## src/rtl/pre_mem_stage_if.sv

```systemverilog
// Data-port bundle between the pre-memory stage and the data SRAM-like bus.
// The stage drives the request fields. The memory side returns the accept strobe.
interface pre_mem_stage_if;
    logic        data_sram_req;
    logic        data_sram_wr;
    logic [1:0]  data_sram_size;
    logic [31:0] data_sram_addr;
    logic [3:0]  data_sram_wstrb;
    logic [31:0] data_sram_wdata;
    logic        data_sram_addr_ok;

    modport master (
        output data_sram_req,
        output data_sram_wr,
        output data_sram_size,
        output data_sram_addr,
        output data_sram_wstrb,
        output data_sram_wdata,
        input  data_sram_addr_ok
    );

    modport slave (
        input  data_sram_req,
        input  data_sram_wr,
        input  data_sram_size,
        input  data_sram_addr,
        input  data_sram_wstrb,
        input  data_sram_wdata,
        output data_sram_addr_ok
    );
endinterface

```

## src/rtl/pre_mem_stage.sv

```systemverilog
// Dual-issue pre-memory stage.
// The stage captures an instruction pair from execute and checks load/store alignment for each slot.
// It issues up to two in-order data requests on one port and commits HI/LO when the pair moves on.
// It forwards the payload plus per-slot exception/issue status to the memory stage.
module pre_mem_stage #(
    parameter int PAYLOAD_WD = 512
) (
    input  logic                    clk,
    input  logic                    reset,
    input  logic                    es_to_pms_valid,
    output logic                    pms_allowin,
    input  logic [PAYLOAD_WD-1:0]   es_payload,
    input  logic                    i1_except_in,
    input  logic                    i2_except_in,
    input  logic [4:0]              i1_exccode_in,
    input  logic [4:0]              i2_exccode_in,
    input  logic                    i2_valid,
    input  logic                    i1_load,
    input  logic                    i1_store,
    input  logic                    i2_load,
    input  logic                    i2_store,
    input  logic [1:0]              i1_size,
    input  logic [1:0]              i2_size,
    input  logic [31:0]             i1_addr,
    input  logic [31:0]             i2_addr,
    input  logic [31:0]             i1_wdata,
    input  logic [31:0]             i2_wdata,
    input  logic                    i1_hi_we,
    input  logic                    i1_lo_we,
    input  logic                    i2_hi_we,
    input  logic                    i2_lo_we,
    input  logic [1:0]              i1_hl_src,
    input  logic [1:0]              i2_hl_src,
    input  logic [31:0]             i1_rs,
    input  logic [31:0]             i2_rs,
    input  logic [63:0]             i1_mul,
    input  logic [63:0]             i2_mul,
    input  logic [63:0]             i1_div,
    input  logic [63:0]             i2_div,
    input  logic                    clear_all,
    pre_mem_stage_if.master         dsram,
    input  logic                    ms_allowin,
    output logic                    pms_to_ms_valid,
    output logic [PAYLOAD_WD+15:0]  pms_to_ms_bus,
    output logic                    pms_drop_resp,
    output logic [31:0]             hi_out,
    output logic [31:0]             lo_out
);

    typedef enum logic [1:0] {
        ST_IDLE = 2'd0,
        ST_REQ1 = 2'd1,
        ST_REQ2 = 2'd2,
        ST_DONE = 2'd3
    } state_e;

    typedef struct packed {
        logic        except;
        logic [4:0]  exccode;
        logic        load;
        logic        store;
        logic [1:0]  size;
        logic [31:0] addr;
        logic [31:0] wdata;
        logic        hi_we;
        logic        lo_we;
        logic [1:0]  hl_src;
        logic [31:0] rs;
        logic [63:0] mul;
        logic [63:0] div;
    } slot_t;

    // ---------------------------------------------------------------
    // Per-slot helpers
    // ---------------------------------------------------------------
    function automatic logic mem_op_f(input slot_t s);
        return s.load || s.store;
    endfunction

    function automatic logic misaligned_f(input slot_t s);
        logic m;
        case (s.size)
            2'd1:    m = s.addr[0];
            2'd2:    m = (s.addr[1:0] != 2'b00);
            default: m = 1'b0;
        endcase
        return m;
    endfunction

    // An upstream exception or an address error on a memory op.
    function automatic logic except_f(input slot_t s);
        return s.except || (mem_op_f(s) && misaligned_f(s));
    endfunction

    // An upstream code keeps priority. Otherwise AdEL (0x04) or AdES (0x05) is reported.
    function automatic logic [4:0] exccode_f(input slot_t s);
        logic [4:0] c;
        if (s.except) begin
            c = s.exccode;
        end else if (mem_op_f(s) && misaligned_f(s)) begin
            c = s.load ? 5'h04 : 5'h05;
        end else begin
            c = 5'h00;
        end
        return c;
    endfunction

    function automatic logic [3:0] wstrb_f(input slot_t s);
        logic [3:0] w;
        if (!s.store) begin
            w = 4'b0000;
        end else begin
            case (s.size)
                2'd0:    w = 4'b0001 << s.addr[1:0];
                2'd1:    w = 4'b0011 << s.addr[1:0];
                default: w = 4'b1111;
            endcase
        end
        return w;
    endfunction

    function automatic logic [31:0] wdata_f(input slot_t s);
        logic [31:0] d;
        case (s.size)
            2'd0:    d = {4{s.wdata[7:0]}};
            2'd1:    d = {2{s.wdata[15:0]}};
            default: d = s.wdata;
        endcase
        return d;
    endfunction

    // Applies one slot's HI/LO write to a {hi, lo} pair.
    function automatic logic [63:0] hilo_apply_f(input slot_t s, input logic [63:0] hilo);
        logic [63:0] src;
        logic [63:0] res;
        case (s.hl_src)
            2'd1:    src = s.mul;
            2'd2:    src = s.div;
            default: src = {s.rs, s.rs};
        endcase
        res[63:32] = s.hi_we ? src[63:32] : hilo[63:32];
        res[31:0]  = s.lo_we ? src[31:0]  : hilo[31:0];
        return res;
    endfunction

    // ---------------------------------------------------------------
    // Storage
    // ---------------------------------------------------------------
    state_e                  state_q, state_d;
    logic                    pms_valid_q, pms_valid_d;
    logic                    drop_q, drop_d;
    logic                    iss1_q, iss1_d;
    logic                    iss2_q, iss2_d;
    logic [31:0]             hi_q, hi_d;
    logic [31:0]             lo_q, lo_d;
    logic [PAYLOAD_WD-1:0]   payload_q;
    slot_t                   s1_q, s2_q;
    logic                    i2_valid_q;

    slot_t                   s1_in_s, s2_in_s;
    logic                    in_need1_s, in_need2_s;
    logic                    exc1_s, exc2_s;
    logic                    need2_cap_s;
    logic                    in_req_s;
    logic                    drop_pend_s;
    logic                    ready_go_s;
    logic                    capture_s;
    logic                    fire_s;
    slot_t                   cur_s;
    logic [63:0]             hilo_s;

    assign s1_in_s = '{except: i1_except_in, exccode: i1_exccode_in, load: i1_load,
                       store: i1_store, size: i1_size, addr: i1_addr, wdata: i1_wdata,
                       hi_we: i1_hi_we, lo_we: i1_lo_we, hl_src: i1_hl_src, rs: i1_rs,
                       mul: i1_mul, div: i1_div};
    assign s2_in_s = '{except: i2_except_in, exccode: i2_exccode_in, load: i2_load,
                       store: i2_store, size: i2_size, addr: i2_addr, wdata: i2_wdata,
                       hi_we: i2_hi_we, lo_we: i2_lo_we, hl_src: i2_hl_src, rs: i2_rs,
                       mul: i2_mul, div: i2_div};

    // Request needs for the incoming pair. They choose the first state at capture.
    assign in_need1_s = mem_op_f(s1_in_s) && !except_f(s1_in_s) && !clear_all;
    assign in_need2_s = i2_valid && mem_op_f(s2_in_s) && !except_f(s2_in_s)
                        && !except_f(s1_in_s) && !clear_all;

    // Status of the held pair. If slot 1 excepts, slot 2 is shadowed.
    assign exc1_s      = except_f(s1_q);
    assign exc2_s      = i2_valid_q && except_f(s2_q);
    assign need2_cap_s = i2_valid_q && mem_op_f(s2_q) && !exc2_s && !exc1_s;

    // ---------------------------------------------------------------
    // Handshake
    // ---------------------------------------------------------------
    assign in_req_s        = (state_q == ST_REQ1) || (state_q == ST_REQ2);
    assign drop_pend_s     = in_req_s && (drop_q || clear_all);
    assign ready_go_s      = (state_q == ST_DONE) || clear_all;
    assign pms_allowin     = drop_pend_s ? 1'b0 : (!pms_valid_q || (ready_go_s && ms_allowin));
    assign capture_s       = es_to_pms_valid && pms_allowin;
    assign pms_to_ms_valid = pms_valid_q && ready_go_s && !clear_all;
    assign fire_s          = pms_to_ms_valid && ms_allowin;
    assign pms_drop_resp   = drop_pend_s && dsram.data_sram_addr_ok;

    // ---------------------------------------------------------------
    // Data port: the request fields come from the held slot. They stay steady until accepted.
    // ---------------------------------------------------------------
    assign cur_s                 = (state_q == ST_REQ2) ? s2_q : s1_q;
    assign dsram.data_sram_req   = in_req_s;
    assign dsram.data_sram_wr    = cur_s.store;
    assign dsram.data_sram_size  = cur_s.size;
    assign dsram.data_sram_addr  = cur_s.addr;
    assign dsram.data_sram_wstrb = wstrb_f(cur_s);
    assign dsram.data_sram_wdata = wdata_f(cur_s);

    assign pms_to_ms_bus = {payload_q,
                            iss2_q, exc2_s, (i2_valid_q ? exccode_f(s2_q) : 5'h00),
                            iss1_q, exc1_s, exccode_f(s1_q),
                            2'b00};

    assign hi_out = hi_q;
    assign lo_out = lo_q;

    // Next state for the request sequencer, the flush bookkeeping and the issue flags.
    always_comb begin
        state_d = state_q;
        drop_d  = drop_q;
        iss1_d  = iss1_q;
        iss2_d  = iss2_q;
        case (state_q)
            ST_REQ1: begin
                if (dsram.data_sram_addr_ok) begin
                    if (drop_q || clear_all) begin
                        state_d = ST_IDLE;
                        drop_d  = 1'b0;
                    end else begin
                        iss1_d  = 1'b1;
                        state_d = need2_cap_s ? ST_REQ2 : ST_DONE;
                    end
                end else if (clear_all) begin
                    drop_d = 1'b1;
                end else begin
                    state_d = ST_REQ1;
                end
            end
            ST_REQ2: begin
                if (dsram.data_sram_addr_ok) begin
                    if (drop_q || clear_all) begin
                        state_d = ST_IDLE;
                        drop_d  = 1'b0;
                    end else begin
                        iss2_d  = 1'b1;
                        state_d = ST_DONE;
                    end
                end else if (clear_all) begin
                    drop_d = 1'b1;
                end else begin
                    state_d = ST_REQ2;
                end
            end
            ST_IDLE, ST_DONE: begin
                if (clear_all) begin
                    state_d = ST_IDLE;
                end else if (capture_s) begin
                    iss1_d = 1'b0;
                    iss2_d = 1'b0;
                    if (in_need1_s) begin
                        state_d = ST_REQ1;
                    end else if (in_need2_s) begin
                        state_d = ST_REQ2;
                    end else begin
                        state_d = ST_DONE;
                    end
                end else if (fire_s) begin
                    state_d = ST_IDLE;
                end else begin
                    state_d = state_q;
                end
            end
            default: begin
                state_d = ST_IDLE;
                drop_d  = 1'b0;
            end
        endcase
    end

    // Pair-valid flag. A flush wins over a capture and over a hand-off.
    always_comb begin
        pms_valid_d = pms_valid_q;
        if (clear_all) begin
            pms_valid_d = 1'b0;
        end else if (capture_s) begin
            pms_valid_d = 1'b1;
        end else if (fire_s) begin
            pms_valid_d = 1'b0;
        end else begin
            pms_valid_d = pms_valid_q;
        end
    end

    // HI/LO commit on hand-off. Slot 1 is applied first, then slot 2, so slot 2 wins.
    always_comb begin
        hilo_s = {hi_q, lo_q};
        if (fire_s) begin
            if (!exc1_s) begin
                hilo_s = hilo_apply_f(s1_q, hilo_s);
            end else begin
                hilo_s = {hi_q, lo_q};
            end
            if (i2_valid_q && !exc1_s && !exc2_s) begin
                hilo_s = hilo_apply_f(s2_q, hilo_s);
            end else begin
                hilo_s = hilo_s;
            end
        end else begin
            hilo_s = {hi_q, lo_q};
        end
        hi_d = hilo_s[63:32];
        lo_d = hilo_s[31:0];
    end

    // Control and architectural state registers with synchronous reset.
    always_ff @(posedge clk) begin
        if (reset) begin
            state_q     <= ST_IDLE;
            pms_valid_q <= 1'b0;
            drop_q      <= 1'b0;
            iss1_q      <= 1'b0;
            iss2_q      <= 1'b0;
            hi_q        <= 32'h0000_0000;
            lo_q        <= 32'h0000_0000;
        end else begin
            state_q     <= state_d;
            pms_valid_q <= pms_valid_d;
            drop_q      <= drop_d;
            iss1_q      <= iss1_d;
            iss2_q      <= iss2_d;
            hi_q        <= hi_d;
            lo_q        <= lo_d;
        end
    end

    // Pair capture registers. Their contents matter only while the pair is valid.
    always_ff @(posedge clk) begin
        if (capture_s) begin
            payload_q  <= es_payload;
            s1_q       <= s1_in_s;
            s2_q       <= s2_in_s;
            i2_valid_q <= i2_valid;
        end
    end

endmodule
```

## src/flat_wrapper.sv

```systemverilog
// flat-port wrapper written by rule: the top's interface ports become plain ports
module pre_mem_stage_flat 
#(
    parameter int PAYLOAD_WD = 512
)
  (clk, reset, es_to_pms_valid, pms_allowin, es_payload, i1_except_in, i2_except_in, i1_exccode_in, i2_exccode_in, i2_valid, i1_load, i1_store, i2_load, i2_store, i1_size, i2_size, i1_addr, i2_addr, i1_wdata, i2_wdata, i1_hi_we, i1_lo_we, i2_hi_we, i2_lo_we, i1_hl_src, i2_hl_src, i1_rs, i2_rs, i1_mul, i2_mul, i1_div, i2_div, clear_all, ms_allowin, pms_to_ms_valid, pms_to_ms_bus, pms_drop_resp, hi_out, lo_out, dsram_data_sram_req, dsram_data_sram_wr, dsram_data_sram_size, dsram_data_sram_addr, dsram_data_sram_wstrb, dsram_data_sram_wdata, dsram_data_sram_addr_ok);
  pre_mem_stage_if dsram_i ();
  input  logic clk;
  input  logic reset;
  input  logic es_to_pms_valid;
  output logic pms_allowin;
  input  logic [PAYLOAD_WD-1:0] es_payload;
  input  logic i1_except_in;
  input  logic i2_except_in;
  input  logic [4:0] i1_exccode_in;
  input  logic [4:0] i2_exccode_in;
  input  logic i2_valid;
  input  logic i1_load;
  input  logic i1_store;
  input  logic i2_load;
  input  logic i2_store;
  input  logic [1:0] i1_size;
  input  logic [1:0] i2_size;
  input  logic [31:0] i1_addr;
  input  logic [31:0] i2_addr;
  input  logic [31:0] i1_wdata;
  input  logic [31:0] i2_wdata;
  input  logic i1_hi_we;
  input  logic i1_lo_we;
  input  logic i2_hi_we;
  input  logic i2_lo_we;
  input  logic [1:0] i1_hl_src;
  input  logic [1:0] i2_hl_src;
  input  logic [31:0] i1_rs;
  input  logic [31:0] i2_rs;
  input  logic [63:0] i1_mul;
  input  logic [63:0] i2_mul;
  input  logic [63:0] i1_div;
  input  logic [63:0] i2_div;
  input  logic clear_all;
  input  logic ms_allowin;
  output logic pms_to_ms_valid;
  output logic [PAYLOAD_WD+15:0] pms_to_ms_bus;
  output logic pms_drop_resp;
  output logic [31:0] hi_out;
  output logic [31:0] lo_out;
  output wire logic [$bits(dsram_i.data_sram_req)-1:0] dsram_data_sram_req;
  output wire logic [$bits(dsram_i.data_sram_wr)-1:0] dsram_data_sram_wr;
  output wire logic [$bits(dsram_i.data_sram_size)-1:0] dsram_data_sram_size;
  output wire logic [$bits(dsram_i.data_sram_addr)-1:0] dsram_data_sram_addr;
  output wire logic [$bits(dsram_i.data_sram_wstrb)-1:0] dsram_data_sram_wstrb;
  output wire logic [$bits(dsram_i.data_sram_wdata)-1:0] dsram_data_sram_wdata;
  input wire logic [$bits(dsram_i.data_sram_addr_ok)-1:0] dsram_data_sram_addr_ok;
  assign dsram_data_sram_req = dsram_i.data_sram_req;
  assign dsram_data_sram_wr = dsram_i.data_sram_wr;
  assign dsram_data_sram_size = dsram_i.data_sram_size;
  assign dsram_data_sram_addr = dsram_i.data_sram_addr;
  assign dsram_data_sram_wstrb = dsram_i.data_sram_wstrb;
  assign dsram_data_sram_wdata = dsram_i.data_sram_wdata;
  assign dsram_i.data_sram_addr_ok = dsram_data_sram_addr_ok;
  pre_mem_stage #(.PAYLOAD_WD(PAYLOAD_WD)) u_core (.clk(clk), .reset(reset), .es_to_pms_valid(es_to_pms_valid), .pms_allowin(pms_allowin), .es_payload(es_payload), .i1_except_in(i1_except_in), .i2_except_in(i2_except_in), .i1_exccode_in(i1_exccode_in), .i2_exccode_in(i2_exccode_in), .i2_valid(i2_valid), .i1_load(i1_load), .i1_store(i1_store), .i2_load(i2_load), .i2_store(i2_store), .i1_size(i1_size), .i2_size(i2_size), .i1_addr(i1_addr), .i2_addr(i2_addr), .i1_wdata(i1_wdata), .i2_wdata(i2_wdata), .i1_hi_we(i1_hi_we), .i1_lo_we(i1_lo_we), .i2_hi_we(i2_hi_we), .i2_lo_we(i2_lo_we), .i1_hl_src(i1_hl_src), .i2_hl_src(i2_hl_src), .i1_rs(i1_rs), .i2_rs(i2_rs), .i1_mul(i1_mul), .i2_mul(i2_mul), .i1_div(i1_div), .i2_div(i2_div), .clear_all(clear_all), .dsram(dsram_i), .ms_allowin(ms_allowin), .pms_to_ms_valid(pms_to_ms_valid), .pms_to_ms_bus(pms_to_ms_bus), .pms_drop_resp(pms_drop_resp), .hi_out(hi_out), .lo_out(lo_out));
endmodule
```

## config.mk

```make
export PLATFORM = sky130hd
export DESIGN_NAME = pre_mem_stage_flat
export DESIGN_NICKNAME = d
export VERILOG_FILES = /design/src/rtl/pre_mem_stage_if.sv /design/src/rtl/pre_mem_stage.sv /design/src/flat_wrapper.sv
export SDC_FILE = /design/constraint.sdc
export NUM_CORES = 1
export LEC_CHECK = 0
export ABC_AREA = 1
export BUFFER_PORTS_ARGS = -buffer_cell sky130_fd_sc_hd__buf_4
export CAP_MARGIN = 10
export CORE_AREA = 2 2 653 655
export DETAILED_ROUTE_END_ITERATION = 7
export DIE_AREA = 0 0 655 657
export PLACE_DENSITY = 0.31
export SETUP_SLACK_MARGIN = 0.3
export SYNTH_ARGS = -nofsm -noshare
export SYNTH_HDL_FRONTEND = slang
export SYNTH_SLANG_ARGS = --single-unit
```

## constraint.sdc

```tcl
create_clock -name clk -period 30.9 [get_ports clk]
set_input_delay 6.18 -clock clk [delete_from_list [all_inputs] [get_ports clk]]
set_output_delay 6.18 -clock clk [all_outputs]
set_load 0.1 [all_outputs]
```

==> results_dict.tcl <==
set metrics [dict create \
    place.gp.congestion 0.950 \
    core_area_um2 423000 \
    yosysWarnings 0 \
    cts_setup_buffers 0 \
    final_area_um2 62400 \
    ys_seq_area_frac 0.821 \
    gr-total-overflow 0 \
    grt_pass1_wl_um 390000 \
    final_common_cell "buf_4" \
    synth_top_family_by_area "compound AO/OA/AOI/OAI gates" \
    avgRoutedWirePerCell_um 32.4 \
    cts_resized 0 \
    viasPerCell 2.85 \
    yosys.area_share.xor_xnor 0 \
    place_area_um2 57200 \
    yosys.area_share.simple 0.0641 \
    drive_gt1_frac 0.451 \
    power_density_nw_per_um2 98.4 \
    setup_viol 0 \
    muxShareOfSynthArea 0.00132 \
    r2r_slack_ns 24.16 \
    clk-insertion-delay-late_ns 0.89 \
    cp.arrival_ns 7.25 \
    antenna_found_initial 200 \
    power_w 0.00613 \
    syn2layout_area_growth_pct 64.6 \
    relSlewSlack 0.153 \
    dieArea_um2 430000 \
    die_y_um 657 \
    min_path_type "register to register" \
    stdcell_count 9990 \
    dr.first_iter.drc_count 1939 \
    dr.pass1.iters 6 \
    fmax_ghz 0.0744 \
    drtAntennaViolNets 0 \
    start_util 0.0896 \
    cts_tree "done" \
    worstMarginPinSlew_ns 1.26 \
    clk_pin_slew_ns 0.06 \
    hold_viol_final 0 \
    drv_cap 0 \
    yosys.area.top_type "edfxtp_1" \
    synthCells 2435 \
    synthAdderAreaFrac 0.00495 \
    final_cell_mix "1695 x buf_4, 989 x edfxtp_1, 424 x nand2_1" \
    port_buffers 1659 \
    syn_area_um2 37900 \
    drt-total-wl_um 324000 \
    crit_fanout 8 \
    hpwlAfterDp_um 274000 \
    crit_required_ns 24.72 \
    start_kind "input port" \
    cts.sinks 1059 \
    fin_crit_sh 0.435 \
    p_leak_nw 24.1 \
    holdBufCountCts 0 \
    final-max-slew-violation-count 0 \
    dp_cells 9684 \
    cts_buffers 158 \
    grt_max_degree 132 \
    synth_compound_area_frac 0.0764 \
    drcViolationCount 0 \
    hold_path_depth 2 \
    yosys-top-cells-area "edfxtp_1 78%, nand2_1 4.2%, dfxtp_1 3.7%" \
    ctsLongestPathBuffers 4 \
    cts-root-buf "clkbuf_16" \
    synth-seq-cells 1059 \
    critPathCaptureType "output pin" \
    cts_htree_levels 4 \
    die_w_um 655 \
    grt_pass1_vias 29300 \
    core.rowCount 239 \
    finalSetupTns_ns 0 \
    grt_use_total 0.145 \
    yosysTopAreaCellShare 0.784 \
    ioPinCount 1662 \
    vdd_drop_max_v 0.0000599 \
    fin_util 0.147 \
    n_fill_cell 47400 \
    synth.avg_cell_area_um2 15.6 \
    ys_types 38 \
    vias 28400 \
    reg2reg_depth 11 \
    nets 5191 \
    rsz0062_at_grt "no" \
    outcome "finished, final reports clean" \
    worst-setup-path-type "input port to output pin" \
    finalClockSkew_ns 0.0563 \
    period_needed_ns 13.43 \
]
[registers in the layout, indices dropped and copies added, names as in the netlist]
signal and cells:
u_core.payload_q 512, u_core.s1_q 238, u_core.s2_q 238, u_core.hi_out 32, u_core.lo_out 32, u_core.state_q 2, u_core.drop_q 1, u_core.i2_valid_q 1
u_core.iss1_q 1, u_core.iss2_q 1, u_core.pms_valid_q 1
[power breakdown]
| part | switching (W) | internal, W |
|---|---|---|
| sequential | 0.000123 | 0.00188 |
| combinational | 0.00190 | 0.000386 |
| clock | 0.000780 | 0.00106 |
[worst paths after layout]
check / from / to
setup / recovery: clear_all / pms_to_ms_valid
hold / removal: u_core.hi_out[30] / u_core.hi_out[30]
setup reg to reg: u_core.state_q[0] / u_core.payload_q[123]
hold reg to reg: u_core.hi_out[30] / u_core.hi_out[30]
[per-layer routing]
layer  global-route usage  up-vias  routed length [µm]
met5                    0        -                 728
met4               0.0304      114                7600
met3               0.0690      506               34300
met2                0.264     1420              167000
met1                0.149    14000              114000
li1                     -    12300                   -
[cells in the mapped netlist (all sizes together)]
master  number
a21oi       76
a31oi        7
o221ai       8
a221oi       1
and2         1
and3         1
nand3b       1
nand3       11
ha          15
a211oi       2
nor2       169
o31ai        1
nand2      432
or2          4
dfxtp       70
o21a        63
clkbuf      35
a22o       126
a21o         1
o21ai      156
inv        181
buf         76
edfxtp     989
conb         1
nand4        3
mux2i        5
[cell type report]
cell class / instances / area (µm²) / share of cell area
tap: 5663 / 7090 / 0.114
inverter: 181 / 691 / 0.0111
multi-input combinational: 1085 / 5600 / 0.0899
clock inverter: 86 / 953 / 0.0153
sequential: 1059 / 31100 / 0.499
antenna: 26 / 65.1 / 0.00104
clock buffer: 194 / 4120 / 0.0661
timing repair buffer: 1696 / 12700 / 0.204
[logic make-up (layout without fill, tap and decap cells)]
logic type	count (synthesis)	count (layout)
compound gates	441	441
fa+ha+maj	15	15
buf+inv	292	2157
flops	1059	1059
other cells	1	28
mux	5	5
simple gates	622	622
[stage by stage]
step / hold WS (ns) / worst slack [ns]
after floorplan: 0.446 / 4.05
after global placement: 0.464 / 17.30
after CTS: 0.474 / 17.31
final: 0.469 / 17.47
after detailed placement: 0.463 / 17.31
after global routing: 0.497 / 17.34
[worst max-delay path, stage by stage]
cell,delay (ns)
buf_4,0.15
inv_2,0.08
and3_1,0.42
buf_4,0.40
(Power assumes the default switching activity.)
